[config.mk]
export PLATFORM = sky130hd
export DESIGN_NAME = async_fifo_read_stream_flat
export DESIGN_NICKNAME = d
export VERILOG_FILES = /design/src/rtl/async_fifo_read_stream_if.sv /design/src/rtl/async_fifo_read_stream.sv /design/src/flat_wrapper.sv
export SDC_FILE = /design/constraint.sdc
export NUM_CORES = 1
export LEC_CHECK = 0
export CORE_ASPECT_RATIO = 0.5
export CORE_UTILIZATION = 44
export DETAILED_ROUTE_END_ITERATION = 6
export GPL_TIMING_DRIVEN = 0
export PLACE_DENSITY = 0.77
export SLEW_MARGIN = 0
export SYNTH_ARGS = -nofsm -noshare
export SYNTH_HDL_FRONTEND = slang
export SYNTH_SLANG_ARGS = --single-unit
export TNS_END_PERCENT = 5
[constraint.sdc]
create_clock -name read_clk -period 3.9 [get_ports read_clk]
set_input_delay 1.17 -clock read_clk [delete_from_list [all_inputs] [get_ports read_clk]]
set_output_delay 1.17 -clock read_clk [all_outputs]
set_load 0.02 [all_outputs]
[src/rtl/async_fifo_read_stream_if.sv]
// FIFO read channel plus downstream valid/ready stream for the read-side consumer.
// master: the consumer block; slave: the FIFO and downstream logic around it.
interface async_fifo_read_stream_if #(
  parameter int FIFO_DATA_WIDTH = 32
);
  logic                       read_fifo_empty;
  logic                       read_fifo_pop;
  logic [FIFO_DATA_WIDTH-1:0] read_data;
  logic                       out_valid;
  logic                       out_ready;
  logic [FIFO_DATA_WIDTH-1:0] out_data;

  modport master (
    input  read_fifo_empty,
    input  read_data,
    input  out_ready,
    output read_fifo_pop,
    output out_valid,
    output out_data
  );

  modport slave (
    output read_fifo_empty,
    output read_data,
    output out_ready,
    input  read_fifo_pop,
    input  out_valid,
    input  out_data
  );
endinterface

[src/rtl/async_fifo_read_stream.sv]
// Read-domain FIFO consumer: pops with credit accounting into a 2-entry buffer
// and presents the words as a valid/ready stream, with a popped-word counter.
module async_fifo_read_stream #(
  parameter int FIFO_DATA_WIDTH = 32,
  parameter int COUNT_WIDTH     = 32
) (
  input  logic                    read_clk,
  input  logic                    read_reset,
  input  logic                    read_enable,
  async_fifo_read_stream_if.master bus,
  output logic [COUNT_WIDTH-1:0]  pop_count
);

  logic [1:0]                 occ_r;
  logic                       inflight_r;
  logic                       valid_r;
  logic [COUNT_WIDTH-1:0]     pop_count_r;
  logic [FIFO_DATA_WIDTH-1:0] head_r;
  logic [FIFO_DATA_WIDTH-1:0] tail_r;

  logic                       deq_s;
  logic [2:0]                 sum_s;
  logic                       pop_s;
  logic [FIFO_DATA_WIDTH-1:0] head_next_s;
  logic [FIFO_DATA_WIDTH-1:0] tail_next_s;

  // Occupancy after this edge; deq implies occ >= 1 so the 3-bit sum cannot underflow.
  always_comb begin
    deq_s = valid_r & bus.out_ready;
    sum_s = {1'b0, occ_r} + {2'b00, inflight_r} - {2'b00, deq_s};
    pop_s = ~read_reset & read_enable & ~bus.read_fifo_empty & (sum_s <= 3'd1);
  end

  // Next head/tail contents: a capture lands in the first free slot after any dequeue.
  always_comb begin
    head_next_s = head_r;
    tail_next_s = tail_r;
    if (inflight_r) begin
      case (occ_r)
        2'd0: head_next_s = bus.read_data;
        2'd1: begin
          if (deq_s) begin
            head_next_s = bus.read_data;
          end else begin
            tail_next_s = bus.read_data;
          end
        end
        2'd2: begin
          head_next_s = tail_r;
          tail_next_s = bus.read_data;
        end
        default: begin
          head_next_s = head_r;
          tail_next_s = tail_r;
        end
      endcase
    end else if (deq_s && (occ_r == 2'd2)) begin
      head_next_s = tail_r;
    end else begin
      head_next_s = head_r;
    end
  end

  // Control state and counter; a word in flight at reset is dropped by clearing inflight.
  always_ff @(posedge read_clk) begin
    if (read_reset) begin
      occ_r       <= 2'd0;
      inflight_r  <= 1'b0;
      valid_r     <= 1'b0;
      pop_count_r <= {COUNT_WIDTH{1'b0}};
    end else begin
      occ_r       <= sum_s[1:0];
      inflight_r  <= pop_s;
      valid_r     <= (sum_s != 3'd0);
      pop_count_r <= pop_count_r + {{(COUNT_WIDTH-1){1'b0}}, pop_s};
    end
  end

  // Data slots carry no reset; their contents are qualified by occ.
  always_ff @(posedge read_clk) begin
    head_r <= head_next_s;
    tail_r <= tail_next_s;
  end

  assign bus.read_fifo_pop = pop_s;
  assign bus.out_valid     = valid_r;
  assign bus.out_data      = head_r;
  assign pop_count         = pop_count_r;

endmodule

[src/flat_wrapper.sv]
// flat-port wrapper written by rule: the top's interface ports become plain ports
module async_fifo_read_stream_flat 
#(
  parameter int FIFO_DATA_WIDTH = 32,
  parameter int COUNT_WIDTH     = 32
)
  (read_clk, read_reset, read_enable, pop_count, bus_read_fifo_empty, bus_read_data, bus_out_ready, bus_read_fifo_pop, bus_out_valid, bus_out_data);
  async_fifo_read_stream_if #(.FIFO_DATA_WIDTH(FIFO_DATA_WIDTH)) bus_i ();
  input  logic read_clk;
  input  logic read_reset;
  input  logic read_enable;
  output logic [COUNT_WIDTH-1:0] pop_count;
  input wire logic [$bits(bus_i.read_fifo_empty)-1:0] bus_read_fifo_empty;
  input wire logic [$bits(bus_i.read_data)-1:0] bus_read_data;
  input wire logic [$bits(bus_i.out_ready)-1:0] bus_out_ready;
  output wire logic [$bits(bus_i.read_fifo_pop)-1:0] bus_read_fifo_pop;
  output wire logic [$bits(bus_i.out_valid)-1:0] bus_out_valid;
  output wire logic [$bits(bus_i.out_data)-1:0] bus_out_data;
  assign bus_i.read_fifo_empty = bus_read_fifo_empty;
  assign bus_i.read_data = bus_read_data;
  assign bus_i.out_ready = bus_out_ready;
  assign bus_read_fifo_pop = bus_i.read_fifo_pop;
  assign bus_out_valid = bus_i.out_valid;
  assign bus_out_data = bus_i.out_data;
  async_fifo_read_stream #(.FIFO_DATA_WIDTH(FIFO_DATA_WIDTH), .COUNT_WIDTH(COUNT_WIDTH)) u_core (.read_clk(read_clk), .read_reset(read_reset), .read_enable(read_enable), .bus(bus_i), .pop_count(pop_count));
endmodule
[Word level (Yosys, flattened, before mapping)]
Index checks and enable logic that the tools add are counted.
Cells by class
  $add $sub $neg: 3
  bitwise operators: 6
  $lt $le $gt $ge: 1
  multiplexer cells: 6
  equal/unequal tests: 5
  reduce and logical (&&, ||, !) cells: 7
Operators by type and width (count)
  $mux W32: 4
  $pmux W32 S3: 1
  $pmux W32 S2: 1
  $add A32 B1 Y32: 1
  $reduce_and A3 Y1: 2
  $and A1 B1 Y1: 4
  $ne A4 B4 Y1 const B: 1
  $reduce_bool A2 Y1: 2
  $add A2 B1 Y3: 1
  $le A3 B1 Y1 const B: 1
  $ne A3 B3 Y1 const B: 1
  $reduce_bool A3 Y1: 1
  $sub A3 B1 Y3: 1
  $eq A2 B1 Y1 const B: 1
  $eq A2 B2 Y1 const B: 1
  $logic_not A2 Y1: 1
  $ne A2 B2 Y1 const B: 1
  $not A1 Y1: 2
  $logic_and A1 B1 Y1: 1
Word-level totals
  register bits after elaboration: 100
  word-level logic and storage cells: 34
  input bits: 37
  output and inout bits: 66

[Logic depth before layout (Yosys ltp)]
  word-level depth: 5
  gate-level depth with buffers: 14
  mapped depth without buffers: 13

[Worst setup path after synthesis]
OpenSTA, ideal clock, no wires.
  kind: input port to flip-flop
  start: input bus_out_ready
  end: register u_core.pop_count_r[30], in the netlist u_core.pop_count[30]
  setup slack: -0.754 ns
  path buffers: 1
  data arrival time: 4.584 ns
  cell stages on the path: 14
  cells stage by stage: and2_1 ha_1 inv_1 ha_1 fa_1 xnor2_1 nor3_1 ha_1 ha_1 and2_1 clkbuf_1 nand4_1 or4_1 a21oi_1
On the way
  longest elaborated chain between the ends: 5
Ends and longest elaborated chain
  start: declaration: line flat_wrapper.sv:15  | input wire logic [$bits(bus_i.out_ready)-1:0] bus_out_ready;
  $and A1 B1 Y1: line async_fifo_read_stream.sv:29  | deq_s = valid_r & bus.out_ready;
  $sub A3 B1 Y3: line async_fifo_read_stream.sv:30  | sum_s = {1'b0, occ_r} + {2'b00, inflight_r} - {2'b00, deq_s};
  $le A3 B1 Y1: line async_fifo_read_stream.sv:31  | pop_s = ~read_reset & read_enable & ~bus.read_fifo_empty & (sum_s <= 3'd1);
  $and A1 B1 Y1: line async_fifo_read_stream.sv:31
  net bus_read_fifo_pop: line flat_wrapper.sv:16  | output wire logic [$bits(bus_i.read_fifo_pop)-1:0] bus_read_fifo_pop;
  $add A32 B1 Y32: line async_fifo_read_stream.sv:75  | pop_count_r <= pop_count_r + {{(COUNT_WIDTH-1){1'b0}}, pop_s};
  end signal: assignment: line async_fifo_read_stream.sv:70  | pop_count_r <= {COUNT_WIDTH{1'b0}};
  end signal: assignment: line async_fifo_read_stream.sv:75
  end: declaration: line async_fifo_read_stream.sv:17  | logic [COUNT_WIDTH-1:0] pop_count_r;
The timed path passes the listed nets, and every way through them passes these cells.
A chain may end at the register's enable or synchronous reset.

[Worst setup path in the final report]
  start: input bus_out_ready
  end: output bus_read_fifo_pop
On the way
  longest elaborated chain between the ends: 4
Ends and longest elaborated chain (line)
  $and A1 B1 Y1: async_fifo_read_stream.sv:29
  $sub A3 B1 Y3: async_fifo_read_stream.sv:30
  $le A3 B1 Y1: async_fifo_read_stream.sv:31
  $and A1 B1 Y1: async_fifo_read_stream.sv:31
  end: declaration: flat_wrapper.sv:16
No other way between the ends.

==> results.txt <==
----------------------------------------------------
[STA]
  Setup repair after global routing missed its margin ... yes
  Clock skew after layout ... 0.00509 ns
  Final count of pins violating max slew ... 0
  Shortest period the worst path allows ... 3.88 ns
  Worst slew slack as a fraction of its limit ... 13.7%
  Period utilisation layout ... 99.5%
  Max Clock Freq ... 258 MHz
  Final setup viols ... 0
  Count of endpoints failing hold in the final timing report ... 0
  Actual slew at the worst max-slew pin ... 1.29 ns

[Drt]
  Routed wire length ... 8370 µm
  Length of the first detailed-routing pass in iterations ... 6
  DRC violation count after routing ... 8
  Average wire per cell in the routed design ... roughly 15 µm
  Avg Vias per Cell ... approximately 5.1
  Count of vias placed by the detailed router ... 2856
  DRT iter0 DRCs ... 122
  Remaining antenna violation count ... 0

[Critical path]
  Critical path start-end classification ... in2out
  CP Data Required Time ... 2.73 ns
  Crit path DAT ... 2.71 ns
  Startpoint type of the worst setup path ... input port
  Crit end category ... output pin
  Critical Path Fanout Max ... 3
  Logic depth of the worst register-to-register path ... 15

[Power]
  Power density over cell area ... 478 mW/mm²
  Leakage power ... between 1.5 and 2 nW
  Worst voltage drop across the vdd grid ... 0.239 mV

[Synthesis]
  Post-Synthesis Net Count ... 359
  Post-synthesis register bit count ... 100
  Leading post-synthesis cells by cell area ... edfxtp_1 47%, dfxtp_1 18%, mux2_2 6.3%, mux2_1 3.0%, ha_1 2.1%
  Count of cell types in the netlist ... 34
  Mean area per synthesized cell ... 13.0 µm²
  Yosys top cell area share ... 46.9%
  Yosys Warn Count ... 0
  Yosys top cell by area ... edfxtp_1
  Cell area after synthesis ... 0.00410 mm²
  Sequential cell area fraction in the yosys report ... 64.5%
  Number of instances in the synthesized netlist ... 314

[Place]
  Number of buffers added on ports ... 102
  Last weighted congestion value of the routability-driven placer ... 0.812
  Instance area after placement ... 0.00535 mm²
  Dpl hpwl ... around 5800 µm
  Placed Cells ... 534

[GRT]
  Number of global-route vias before repair ... ~2700
  Maximum number of pins on one net before global-route repair ... 33
  Remaining global-route overflow ... 0
  Global-route wire length before repair ... 13900 µm
  Overall track demand over capacity in global routing ... ~18%
  Initial antenna violation count ... 0

[Clock network]
  Sink Count ... 100
  Total clock buffers created by CTS ... 9
  Count of H-tree levels built during CTS ... 3
  Clock edge transition at the registers on the reported setup and hold paths ... 0.06 ns
  Buffer cell driving the clock tree root ... clkbuf_16
  CTS tree ... done
  Maximum count of clock buffers along a single path ... 2
  Worst skew pair latency ... 0.33 ns

[Min path]
  Type of the most critical hold path ... reg2reg
  Number of cells traversed by the worst hold path ... 2

[Finish]
  Nets ... 478
  Area of all sequential standard cells ... 0.00264 mm²
  Count of non-filler cells in the finished layout ... 555
  Commonest cells after routing, fill and taps aside ... 100 x clkdlybuf4s50_1, 64 x edfxtp_1, 36 x dfxtp_1, 23 x mux2_2, 20 x nor2_1
  Most common cell after layout, fill and taps aside ... clkdlybuf4s50_1
  Number of inserted filler cells in the final layout ... 657
  Final cell area excluding filler cells ... 0.00572 mm²
  Share of final-layout standard cells stronger than drive strength 1 ... between 10% and 20%
  Signed area change from the synthesized netlist to the final layout ... 39.6%
  Post-route core utilization ... 64.6%
  Diode insertion count for antenna repair ... 0
  Multi-input gate area ... ~0.0015 mm²

[Floorplanning]
  Core ar. ... roughly 0.009 mm²
  Die Y ... 70.2 µm
  Io pins ... 103
  DIE AREA ... around 0.0097 mm²
  Initial core utilization ... approximately 46%
  Width of the die ... 138 µm
  Number of standard-cell rows in the floorplan ... 24

[Flow run]
  Number of maximum-capacitance constraint violations ... 0

[Status]
  Violations in the final reports ... DRC
  Result of the run ... finished with violations

----------------------------------------------------
cell families (layout without fill, tap and decap cells):
kind of cell	after synthesis	after routing	share of synthesized area (%)
fa+ha+maj	8	8	2.63
flops	100	100	64.5
compound gates	37	37	5.25
simple gates	101	101	13.4
buf+inv	22	146	2.26
xor+xnor	12	12	2.57
mux	34	34	9.35
cell type report:
cell class | count | area share [%]
multi-input cells | 192 | 25.5
plain buffers | 15 | 1.23
inverters | 7 | 0.459
flip-flops and latches | 100 | 46.2
repair buffers | 108 | 18.9
clock buffers | 10 | 4.00
well taps | 117 | 2.56
clock inverters | 6 | 1.14
through the flow:
| stage | setup TNS, ns | power, mW | hold slack [ns] | worst slack, ns |
|---|---|---|---|---|
| after global placement | -27.31 | 1.79 | 0.483 | -0.889 |
| after floorplan | -0.176 | 1.59 | 0.508 | -0.135 |
| after global routing | -0.0531 | 2.85 | 0.525 | -0.0331 |
| after detailed placement | -8.29 | 1.82 | 0.490 | -0.945 |
| final | 0 | 2.73 | 0.504 | 0.0197 |
| after CTS | 0 | 2.76 | 0.503 | 0.0206 |
path summary, 6_finish.rpt:
path | slack [ns] | from | end
setup / recovery | 0.02 | bus_out_ready | bus_read_fifo_pop
hold / removal | 0.50 | u_core.pop_count[30]$_SDFF_PP0_ | u_core.pop_count[30]$_SDFF_PP0_
setup reg to reg | 0.73 | u_core.bus.out_valid$_SDFF_PP0_ | u_core.pop_count[14]$_SDFF_PP0_
hold reg to reg | 0.50 | u_core.pop_count[30]$_SDFF_PP0_ | u_core.pop_count[30]$_SDFF_PP0_
worst max-delay path, stage by stage:
cell	delay [ns]
buf_2	0.10
and2_4	0.14
ha_4	0.26
inv_2	0.04
ha_4	0.14
fa_2	0.38
xnor2_4	0.18
nor3_4	0.16
buf_6	0.15
power by group:
group	leakage, nW	internal, mW	total, mW	switching [mW]
logic	0.862	0.292	0.585	0.293
clock network	0.127	0.496	0.870	0.374
registers	0.870	1.24	1.28	0.0360
total	1.86	2.03	2.73	0.704
cell usage after synthesis (all sizes together):
cell,n
edfxtp,64
o21ai,10
buf,7
and4,3
xnor2,8
or3,9
xor2,4
or4,9
mux2,34
o211a,1
o221ai,1
a31o,1
clkbuf,8
nand2b,2
a21oi,17
nor3,6
nand2,14
inv,7
nand4,12
dfxtp,36
nor4,3
nor2,20
and2,5
o31ai,7
ha,7
fa,1
and3,2
nand3,10
nor2b,6
registers in the layout (all words and copies together) (netlist names):
signal and count:
u_core.bus.out_data 32, u_core.bus.out_valid 1, u_core.inflight_r 1, u_core.occ_r 2
u_core.pop_count 32, u_core.tail_r 32
routing by layer:
metal,up-vias,global-route usage (%),wire [µm]
met5,-,0,0
li1,1414,-,-
met1,1382,24.1,3920
met4,0,4.12,54
met3,6,4.87,323
met2,54,29.8,4070
what timing repair did:
action / CTS / global route
endpoints found under the setup margin: 10 / 4
hold buffers: 0 / 0
buffers inserted: 3 / 2
pin swaps: 4 / 0
gates resized for setup: 14 / 2
(Power assumes the default switching activity.)
